`src/rtl/trig_pkg.sv`:
```
// ============================================================================
//  Module      : trig_pkg
//  Description : Shared types and constants for the sine/cosine BCD unit:
//                FSM state encoding, default geometry, ROM depth and the
//                elaboration-time sine table generator.
//  Revision    : 1.0 - initial release
// ============================================================================
`default_nettype none

package trig_pkg;

    localparam int c_default_digits    = 4;
    localparam int c_default_frac_bits = 16;
    localparam int c_rom_depth         = 91;

    typedef enum logic [2:0] {
        ST_IDLE    = 3'd0,
        ST_REDUCE  = 3'd1,
        ST_LOOKUP  = 3'd2,
        ST_CONVERT = 3'd3,
        ST_DONE    = 3'd4
    } state_t;

    // Constant-only helper: sin(deg) in Q1.frac_bits, rounded to nearest.
    // Evaluated with a Q30 Taylor series; 90 degrees is pinned to exactly 1.0.
    function automatic longint sin_q(input int deg, input int frac_bits);
        longint x;
        longint x2;
        longint term;
        longint sum;
        if (deg >= 90) begin
            sin_q = longint'(1) << frac_bits;
        end else begin
            // pi * 2^30 = 3373259426
            x    = (longint'(deg) * 64'sd3373259426) / 180;
            x2   = (x * x) >>> 30;
            term = x;
            sum  = x;
            for (int k = 1; k <= 8; k++) begin
                term = -((term * x2) >>> 30) / longint'((2 * k) * (2 * k + 1));
                sum  = sum + term;
            end
            sin_q = (sum + (longint'(1) << (29 - frac_bits))) >>> (30 - frac_bits);
        end
    endfunction

endpackage

`default_nettype wire

```
`src/rtl/sin_quarter_rom.sv`:
```
// ============================================================================
//  Module      : sin_quarter_rom
//  Description : Quarter-wave sine table, sin(0..90 deg) in Q1.FRAC_BITS,
//                with a registered read (one cycle of latency).
//  Revision    : 1.0 - initial release
// ============================================================================
`default_nettype none

module sin_quarter_rom
    import trig_pkg::*;
#(
    parameter int FRAC_BITS = c_default_frac_bits
) (
    input  logic                 clk,
    input  logic                 rst_n,
    input  logic [6:0]           i_addr,
    output logic [FRAC_BITS:0]   o_data
);

    logic [FRAC_BITS:0] w_table [c_rom_depth];

    for (genvar i = 0; i < c_rom_depth; i++) begin : g_rom
        localparam logic [FRAC_BITS:0] c_val = (FRAC_BITS + 1)'(sin_q(i, FRAC_BITS));
        assign w_table[i] = c_val;
    end

    // Registered table read; addresses beyond 90 degrees return zero.
    always_ff @(posedge clk or negedge rst_n) begin
        if (!rst_n) begin
            o_data <= '0;
        end else if (i_addr < 7'(c_rom_depth)) begin
            o_data <= w_table[i_addr];
        end else begin
            o_data <= '0;
        end
    end

endmodule

`default_nettype wire

```
`src/rtl/trig_bcd_unit.sv`:
```
// ============================================================================
//  Module      : trig_bcd_unit
//  Description : Sine/cosine of a whole-degree angle, reported as sign plus
//                DIGITS BCD digits (one integer digit, the rest fraction).
//  Revision    : 1.0 - initial release
// ============================================================================
`default_nettype none

module trig_bcd_unit
    import trig_pkg::*;
#(
    parameter int DIGITS    = c_default_digits,
    parameter int FRAC_BITS = c_default_frac_bits
) (
    input  logic                  clk,
    input  logic                  rst_n,
    input  logic [8:0]            angle,
    input  logic                  mode,
    input  logic                  start,
    output logic                  busy,
    output logic                  done,
    output logic [DIGITS*4-1:0]   digits,
    output logic                  sign,
    output logic                  err
);

    state_t                 r_state;
    state_t                 w_next;
    logic [8:0]             r_angle;
    logic                   r_mode;
    logic                   r_err;
    logic                   r_neg;
    logic [6:0]             r_red;
    logic [FRAC_BITS-1:0]   r_frac;
    logic [DIGITS*4-1:0]    r_bcd;
    logic [3:0]             r_cnt;

    logic [9:0]             w_shift;
    logic [9:0]             w_fold;
    logic [9:0]             w_red_full;
    logic                   w_neg;
    logic [FRAC_BITS:0]     w_rom_data;
    logic [FRAC_BITS+3:0]   w_x10;
    logic [3:0]             w_digit;
    logic [FRAC_BITS-1:0]   w_frac_next;

    sin_quarter_rom #(
        .FRAC_BITS (FRAC_BITS)
    ) u_rom (
        .clk    (clk),
        .rst_n  (rst_n),
        .i_addr (r_red),
        .o_data (w_rom_data)
    );

    assign busy = (r_state != ST_IDLE);

    // Fold the captured angle into the first quadrant; cosine is sine shifted by 90.
    always_comb begin
        w_shift    = {1'b0, r_angle} + (r_mode ? 10'd90 : 10'd0);
        w_fold     = (w_shift >= 10'd360) ? (w_shift - 10'd360) : w_shift;
        w_red_full = w_fold;
        w_neg      = 1'b0;
        if (w_fold <= 10'd90) begin
            w_red_full = w_fold;
        end else if (w_fold <= 10'd180) begin
            w_red_full = 10'd180 - w_fold;
        end else if (w_fold <= 10'd270) begin
            w_red_full = w_fold - 10'd180;
            w_neg      = 1'b1;
        end else begin
            w_red_full = 10'd360 - w_fold;
            w_neg      = 1'b1;
        end
    end

    // One BCD digit per cycle: first the integer bit, then floor(frac*10).
    always_comb begin
        w_x10       = ({4'b0, r_frac} << 3) + ({4'b0, r_frac} << 1);
        w_digit     = w_x10[FRAC_BITS+3:FRAC_BITS];
        w_frac_next = w_x10[FRAC_BITS-1:0];
        if (r_cnt == 4'd0) begin
            w_digit     = {3'b000, w_rom_data[FRAC_BITS]};
            w_frac_next = w_rom_data[FRAC_BITS-1:0];
        end
    end

    // State register.
    always_ff @(posedge clk or negedge rst_n) begin
        if (!rst_n) begin
            r_state <= ST_IDLE;
        end else begin
            r_state <= w_next;
        end
    end

    // Next-state logic; out-of-range angles bypass the table and conversion.
    always_comb begin
        w_next = r_state;
        case (r_state)
            ST_IDLE:    if (start) w_next = ST_REDUCE;
            ST_REDUCE:  w_next = r_err ? ST_DONE : ST_LOOKUP;
            ST_LOOKUP:  w_next = ST_CONVERT;
            ST_CONVERT: if (r_cnt == 4'(DIGITS - 1)) w_next = ST_DONE;
            ST_DONE:    w_next = ST_IDLE;
            default:    w_next = ST_IDLE;
        endcase
    end

    // Datapath and result registers; results only change on the done edge.
    always_ff @(posedge clk or negedge rst_n) begin
        if (!rst_n) begin
            r_angle <= '0;
            r_mode  <= 1'b0;
            r_err   <= 1'b0;
            r_neg   <= 1'b0;
            r_red   <= '0;
            r_frac  <= '0;
            r_bcd   <= '0;
            r_cnt   <= '0;
            done    <= 1'b0;
            digits  <= '0;
            sign    <= 1'b0;
            err     <= 1'b0;
        end else begin
            done <= 1'b0;
            case (r_state)
                ST_IDLE: begin
                    if (start) begin
                        r_angle <= angle;
                        r_mode  <= mode;
                        r_err   <= (angle > 9'd360);
                        r_neg   <= 1'b0;
                        r_bcd   <= '0;
                        r_cnt   <= '0;
                    end
                end
                ST_REDUCE: begin
                    r_red <= w_red_full[6:0];
                    r_neg <= w_neg & ~r_err;
                end
                ST_CONVERT: begin
                    r_bcd  <= {r_bcd[DIGITS*4-5:0], w_digit};
                    r_frac <= w_frac_next;
                    r_cnt  <= r_cnt + 4'd1;
                end
                ST_DONE: begin
                    digits <= r_bcd;
                    sign   <= r_neg & (|r_bcd);
                    err    <= r_err;
                    done   <= 1'b1;
                end
                default: ;
            endcase
        end
    end

endmodule

`default_nettype wire

```
`config.mk`:
```
export PLATFORM = sky130hd
export DESIGN_NAME = trig_bcd_unit
export DESIGN_NICKNAME = d
export VERILOG_FILES = /design/src/rtl/trig_pkg.sv /design/src/rtl/sin_quarter_rom.sv /design/src/rtl/trig_bcd_unit.sv
export SDC_FILE = /design/constraint.sdc
export NUM_CORES = 1
export LEC_CHECK = 0
export ABC_AREA = 1
export CAP_MARGIN = 20
export CORE_MARGIN = 10
export CORE_UTILIZATION = 45
export DETAILED_ROUTE_END_ITERATION = 8
export HOLD_SLACK_MARGIN = 0.03
export PLACE_DENSITY_LB_ADDON = 0.2
export REMOVE_ABC_BUFFERS = 1
export SLEW_MARGIN = 15
export SYNTH_ARGS = -nofsm -noshare
export SYNTH_HDL_FRONTEND = slang
export SYNTH_SLANG_ARGS = --single-unit
```
`constraint.sdc`:
```
create_clock -name clk -period 2.8 [get_ports clk]
set_clock_uncertainty 0.15 [all_clocks]
set_input_delay 0.56 -clock clk [delete_from_list [all_inputs] [get_ports clk]]
set_output_delay 0.56 -clock clk [all_outputs]
set_load 0.02 [all_outputs]
```
# == Yosys cells after proc, flatten, opt, wreduce, memory -nomap -nowiden ==
# Memory sizes are Yosys's and may differ from the RTL's.
# Index checks and enable logic that the tools add are counted.
# op_classes
magnitude_cmp,7
n_reduce_logical,10
n_eq_ne,7
muxes,23
n_addsub,7
bitwise_logic,4
# op_table
op,count
$mux W17,3
$mux W16,2
$pmux W16 S2,1
$mux W7,4
$add A19 B17 Y20,1
$reduce_or A16 Y1,1
$pmux W3 S4,1
$add A9 B7 Y10,1
$ge A10 B9 Y1 const B,1
$le A10 B7 Y1 const B,1
$le A10 B8 Y1 const B,1
$le A10 B9 Y1 const B,1
$mux W10,1
$sub A10 B9 Y10 const B,1
$gt A9 B9 Y1 const B,1
$mux W3,3
$ge A8 B8 Y1 const B,1
$mux W4,2
$not A7 Y8,1
$pmux W4 S2,1
$reduce_and A2 Y1,4
$lt A7 B7 Y1 const B,1
$sub A6 B7 Y7 const A,1
$sub A7 B6 Y7 const B,1
other kinds (15),22
# totals
n_memories,1
ff_bits,94
rom_bits,2176
out_inout_bits,20
word_cells,73
input_bits,13
# mem_list
name,words,word_bits,read_ports,rd_clocked_by_memory_dff,wr,line_no,source
(name not given),128,17,1,0,0,sin_quarter_rom.sv:32,o_data <= w_table[i_addr];

# == Longest topological paths before layout ==
# logic_depth
depth_word,9
mapped_depth,26
mapped_depth_nobuf,26

# == By module ==
# From an unflattened synthesis, not the netlist that was laid out.
# hier_totals
hier_cells,1093
hier_area_um2,7375.8
# by_module_without_submodules
mod,n_inst,area_each_um2,seq_area_each_um2,cells_each
trig_bcd_unit,1,4892.2,1926.8,650
sin_quarter_rom,1,2483.6,425.4,443

# == Least setup slack after synthesis ==
# Ideal clock, no wire load.
# synth_timing
path_type,reg-to-reg
from,reg r_mode
to,reg r_red[4]
period_less_slack_ns,3.037
setup_slack_ns,-0.237
t_arrival_ns,2.769
stages_incl_launch_ff,24
setup_time_ns,0.118
cell_sequence,dfrtp_1 > ha_1 > nand2_1 > nand2_1 > nand2_1 > nand3_2 > nand2_1 > nand2_1 > nor2_4 > nand3_4 > nand2_4 > nand2_2 > nand2_4 > ha_1 > a21oi_1 > a21o_1 > o21ai_1 > nand2_1 > nand2_1 > nand2_2 > inv_2 > nand3_1 > nand3b_1 > nand2_1
# synth_between
elab_chain_cells,8
# synth_lines
item,line_no,source
start: declaration,trig_bcd_unit.sv:30,logic r_mode;
start signal: assignment,trig_bcd_unit.sv:131,r_mode <= mode;
$mux W7 (*),trig_bcd_unit.sv:60,"w_shift = {1'b0, r_angle} + (r_mode ? 10'd90 : 10'd0);"
$add A9 B7 Y10 (*),trig_bcd_unit.sv:60,
$sub A10 B9 Y10 / $ge A10 B9 Y1 (equally long branches),trig_bcd_unit.sv:61,w_fold = (w_shift >= 10'd360) ? (w_shift - 10'd360) : w_shift;
$mux W10 (*),trig_bcd_unit.sv:61,
$le A10 B9 Y1 (tied with other cells),trig_bcd_unit.sv:68,end else if (w_fold <= 10'd270) begin
$mux W7,trig_bcd_unit.sv:68,
$mux W7,trig_bcd_unit.sv:66,end else if (w_fold <= 10'd180) begin
$mux W7 (*),trig_bcd_unit.sv:64,if (w_fold <= 10'd90) begin
end signal: assignment,trig_bcd_unit.sv:139,r_red <= w_red_full[6:0];
end: declaration,trig_bcd_unit.sv:33,logic [6:0] r_red;
# Every way passes the cells marked *; elsewhere a longest branch is shown, timed or not.
# A chain may end at the register's enable or synchronous reset.

# == Worst setup path after layout ==
# Ends and elaborated chain as after synthesis.

==> results.rst <==
.. list-table::
   :header-rows: 1

   * - Metric
     - Value
   * - Status
     - finished, violations left
   * - Violations in the final reports
     - negative setup slack
   * - Clock sink total
     - 94
   * - List of cells traversed by the critical path
     - ha_4 > nand2_4 > nor2_2 > nor2_4 > nand2_4 > nand2_4 > nand2_4 > nor2_4 > nor2_8 > nand3b_1 > nand2_4 > ha_4 > a21oi_2 > a21o_1 > o21ai_1 > nand2_1 > nand2_4 > nand2_4 > inv_4 > nand3_1 > nand3b_1 > nand2_1
   * - Relative slew slack
     - 36.87%
   * - Total wire length after detailed routing
     - 21.95 mm
   * - Wire length of the first global-routing pass
     - 35.64 mm
   * - Mapped cell area
     - 7025 um^2
   * - Worst stage delay on the critical path
     - 0.49 ns
   * - Clock root buffer master
     - sky130_fd_sc_hd__clkbuf_16
   * - Buffers added on ports
     - 32
   * - Count of different cell masters after synthesis
     - 50
   * - Finish-stage setup viols
     - 7
   * - Post-layout min period
     - 3.008 ns
   * - Detailed-route vias per instance
     - 5.586
   * - Clock input transition at the sequential cells of the worst setup and hold paths
     - 0.08 ns
   * - Maximum number of pins on one net before global-route repair
     - 49
   * - Layout fillers
     - 1432
   * - Number of top-level pins
     - 33
   * - Mapped Avg Cell Area
     - 7.075 um^2
   * - Cell type with the highest occurrence count on the critical path
     - sky130_fd_sc_hd__nand2_4
   * - Number of global-route vias before repair
     - 6833
   * - Placed instance area
     - 8064 um^2
   * - Syn-to-layout area delta
     - 24.84%
   * - RSZ-0062 raised after global routing
     - yes
   * - Final cell area excluding filler cells
     - 8771 um^2
   * - Half-perimeter wire length of the detailed placement result
     - 16.44 mm
   * - Post-route insts no fill
     - 1300
   * - Post-route worst setup slack
     - -0.2082 ns
   * - Clock buffer depth
     - 2
   * - Cell with the largest stage delay on the worst path
     - sky130_fd_sc_hd__dfrtp_2
   * - Instance count after placement with tap cells included
     - 1277
   * - Most used flip-flop cell after synthesis
     - sky130_fd_sc_hd__dfrtp_1
   * - Final Wtd Congestion
     - 1.026
   * - Crit path capture type
     - flip-flop
   * - Fmax
     - 0.3324 GHz
   * - Share of the synthesized area in the top cell type
     - 33.48%
   * - Arrival time reported for the critical path endpoint
     - 3.10 ns
   * - Initial standard-cell utilization of the core
     - 46.04%
   * - Die outline area
     - 21010 um^2
   * - Antenna violations before repair
     - 0
   * - Fraction of layout instances using a drive strength above 1
     - 17.72%
   * - Register area share after synthesis
     - 33.48%
   * - Count of maximum capacitance violations
     - 0
   * - Flip-flop and latch count after synthesis
     - 94
   * - Worst Setup Start Kind
     - flip-flop
   * - Post-synth EDFFs
     - 0
   * - Maximum fanout along the worst path
     - 6
   * - Max-slew violation count
     - 0
   * - Portion of the clock cycle consumed by the worst path in the final layout
     - 107.4%
   * - Drt first pass iters
     - 5
   * - Core Box Area
     - 15260 um^2
   * - Slew at the pin closest to its max-slew limit
     - 0.9446 ns
   * - Total congestion overflow after global routing
     - 0
   * - Fraction of registers with async set/reset
     - 100.0%
   * - Number of rows in the core area
     - 45
   * - Cts bufs inserted
     - 9
   * - Warning count from the yosys run
     - 0
   * - Number of hold buffers added after CTS
     - 0
   * - Final hold violation count
     - 0
   * - Drc violations
     - 0
   * - Number of nets in the layout
     - 1138
   * - Critical path type
     - reg2reg
   * - Number of DRC markers in iteration 0
     - 707
   * - Count of nets left with antenna violations after detail routing
     - 0
   * - Width of the die
     - 145.0 um
   * - Later-pin clock latency in the skew report
     - 0.35 ns
   * - Clock tree from TritonCTS
     - built
   * - Data required time of the worst path
     - 2.90 ns
   * - Post-synthesis instance total
     - 993
   * - Global-route total usage across every layer
     - 20.13%
   * - Path category of the worst min-delay check
     - in2async
   * - Most area-hungry cell type in the Yosys netlist
     - sky130_fd_sc_hd__dfrtp_1
   * - Vias post-DR
     - 7262
   * - Count of antenna diodes in the layout
     - 0
   * - Hold_ws
     - 0.07239 ns
   * - H-tree level count
     - 3
   * - Synth area leaders
     - sky130_fd_sc_hd__dfrtp_1, sky130_fd_sc_hd__nand2_1, sky130_fd_sc_hd__ha_1
   * - Height of the chip
     - 145.0 um
   * - Average wire per cell in the routed design
     - 16.88 um
flip-flops by register name, summed over array words and instances (netlist names):
name,flops
r_red,7
sign,1
r_mode,1
r_cnt,4
err,1
r_frac,16
r_err,1
done,1
r_state,3
r_neg,1
r_bcd,16
r_angle,9
digits,16
u_rom.o_data,17
final cells by class:
type | count | area (um^2) | share of cell area [%]
sequential | 94 | 2354 | 26.83
clock buffer | 9 | 225.2 | 2.568
timing repair buffer | 113 | 950.9 | 10.84
tap | 211 | 264.0 | 3.010
clock inverter | 7 | 81.33 | 0.9272
inverter | 119 | 456.7 | 5.207
multi-input combinational | 747 | 4439 | 50.61
cells in the final DEF (no fill, tap or decap), drive strengths merged, types with 2 or more instances in the layout:
cell | synthesis | routed
nand2 | 241 | 241
inv | 116 | 121
nor2 | 111 | 111
o21ai | 100 | 100
dfrtp | 94 | 94
buf | 2 | 82
nand3 | 63 | 63
a21oi | 46 | 46
ha | 40 | 40
clkdlybuf4s50 | 0 | 31
o22ai | 17 | 17
o211ai | 15 | 15
a31oi | 12 | 12
nor3 | 12 | 12
o31ai | 10 | 10
nand4 | 9 | 9
a22oi | 9 | 9
clkbuf | 31 | 9
xor2 | 9 | 9
a211oi | 7 | 7
o311ai | 6 | 6
nand3b | 5 | 5
o2111ai | 5 | 5
clkinv | 3 | 5
or2 | 4 | 4
nor4 | 4 | 4
o221ai | 3 | 3
xnor2 | 3 | 3
o32ai | 2 | 2
a2111oi | 2 | 2
a311oi | 2 | 2
a221oi | 2 | 2
o21bai | 2 | 2
layer usage:
metal	vias to the layer above	GRT usage (%)	wire length [um]
met5	-	0	0
met4	0	7.814	726
met3	62	3.695	1445
met2	268	30.80	9983
met1	3393	27.50	9795
li1	3539	-	-
cell usage after synthesis (all sizes together) (3+ instances only):
library cell,number
nand3b,5
nand2,241
o21ai,100
ha,40
a22oi,9
xnor2,3
o2111ai,5
o221ai,3
dfrtp,94
o22ai,17
inv,116
nor4,4
clkbuf,31
nor2,111
o311ai,6
or2,4
nand4,9
a31oi,12
a211oi,7
xor2,9
o31ai,10
nand3,63
nor3,12
a21oi,46
o211ai,15
clkinv,3
worst paths after layout:
path                       slack, ns              end  depth (start not counted)       startpoint
min                             0.07        digits[9]                          1            rst_n
max reg2reg                    -0.21         r_red[4]                         22           r_mode
max                            -0.21         r_red[4]                         22           r_mode
min reg2reg                     0.31        r_frac[1]                          2  u_rom.o_data[1]
min in group clk                0.31        r_frac[1]                          2  u_rom.o_data[1]
max in group asynchronous       1.75  u_rom.o_data[1]                          2            rst_n
through the flow:
stage / worst slack (ns) / TNS [ns] / utilization (%)
2_1_floorplan: -0.2641 / -2.270 / -
3_3_place_gp: -0.2541 / -1.650 / 52.85
3_5_place_dp: -0.3585 / -2.267 / 52.85
4_1_cts: -0.2011 / -1.314 / 56.16
5_1_grt: -0.4150 / -2.686 / 57.48
6_report: -0.2082 / -1.360 / 57.48
worst max-delay path: cells and delay by family (launching register included):
kind | cells | cell delay (ns)
adder cells (fa/ha/maj) | 2 | 0.49
flip-flops | 1 | 0.49
AND/OR/NAND/NOR | 16 | 1.39
buffers and inverters | 1 | 0.06
AO/OA/AOI/OAI | 3 | 0.33
repair_timing:
| action | CTS | global route |
|---|---|---|
| setup buffers | 5 | 2 |
| endpoints found under the setup margin | 7 | 8 |
| gates cloned | 0 | 0 |
| resized for setup | 34 | 50 |
| pin swaps | 16 | 20 |
cells by family after synthesis:
group                      Yosys count  synth area share [%]
DFF                                 94                 33.48
and+or+nand+nor                    449                 28.25
AOI/OAI and AO/OA                  245                 21.21
adders and majority gates           41                 7.409
buffers and inverters              152                 8.157
xor gates and xnor gates            12                 1.496
Power is left out: the tool's default activity adds up to more than one toggle a clock period on the data nets, which glitch-free logic cannot reach.
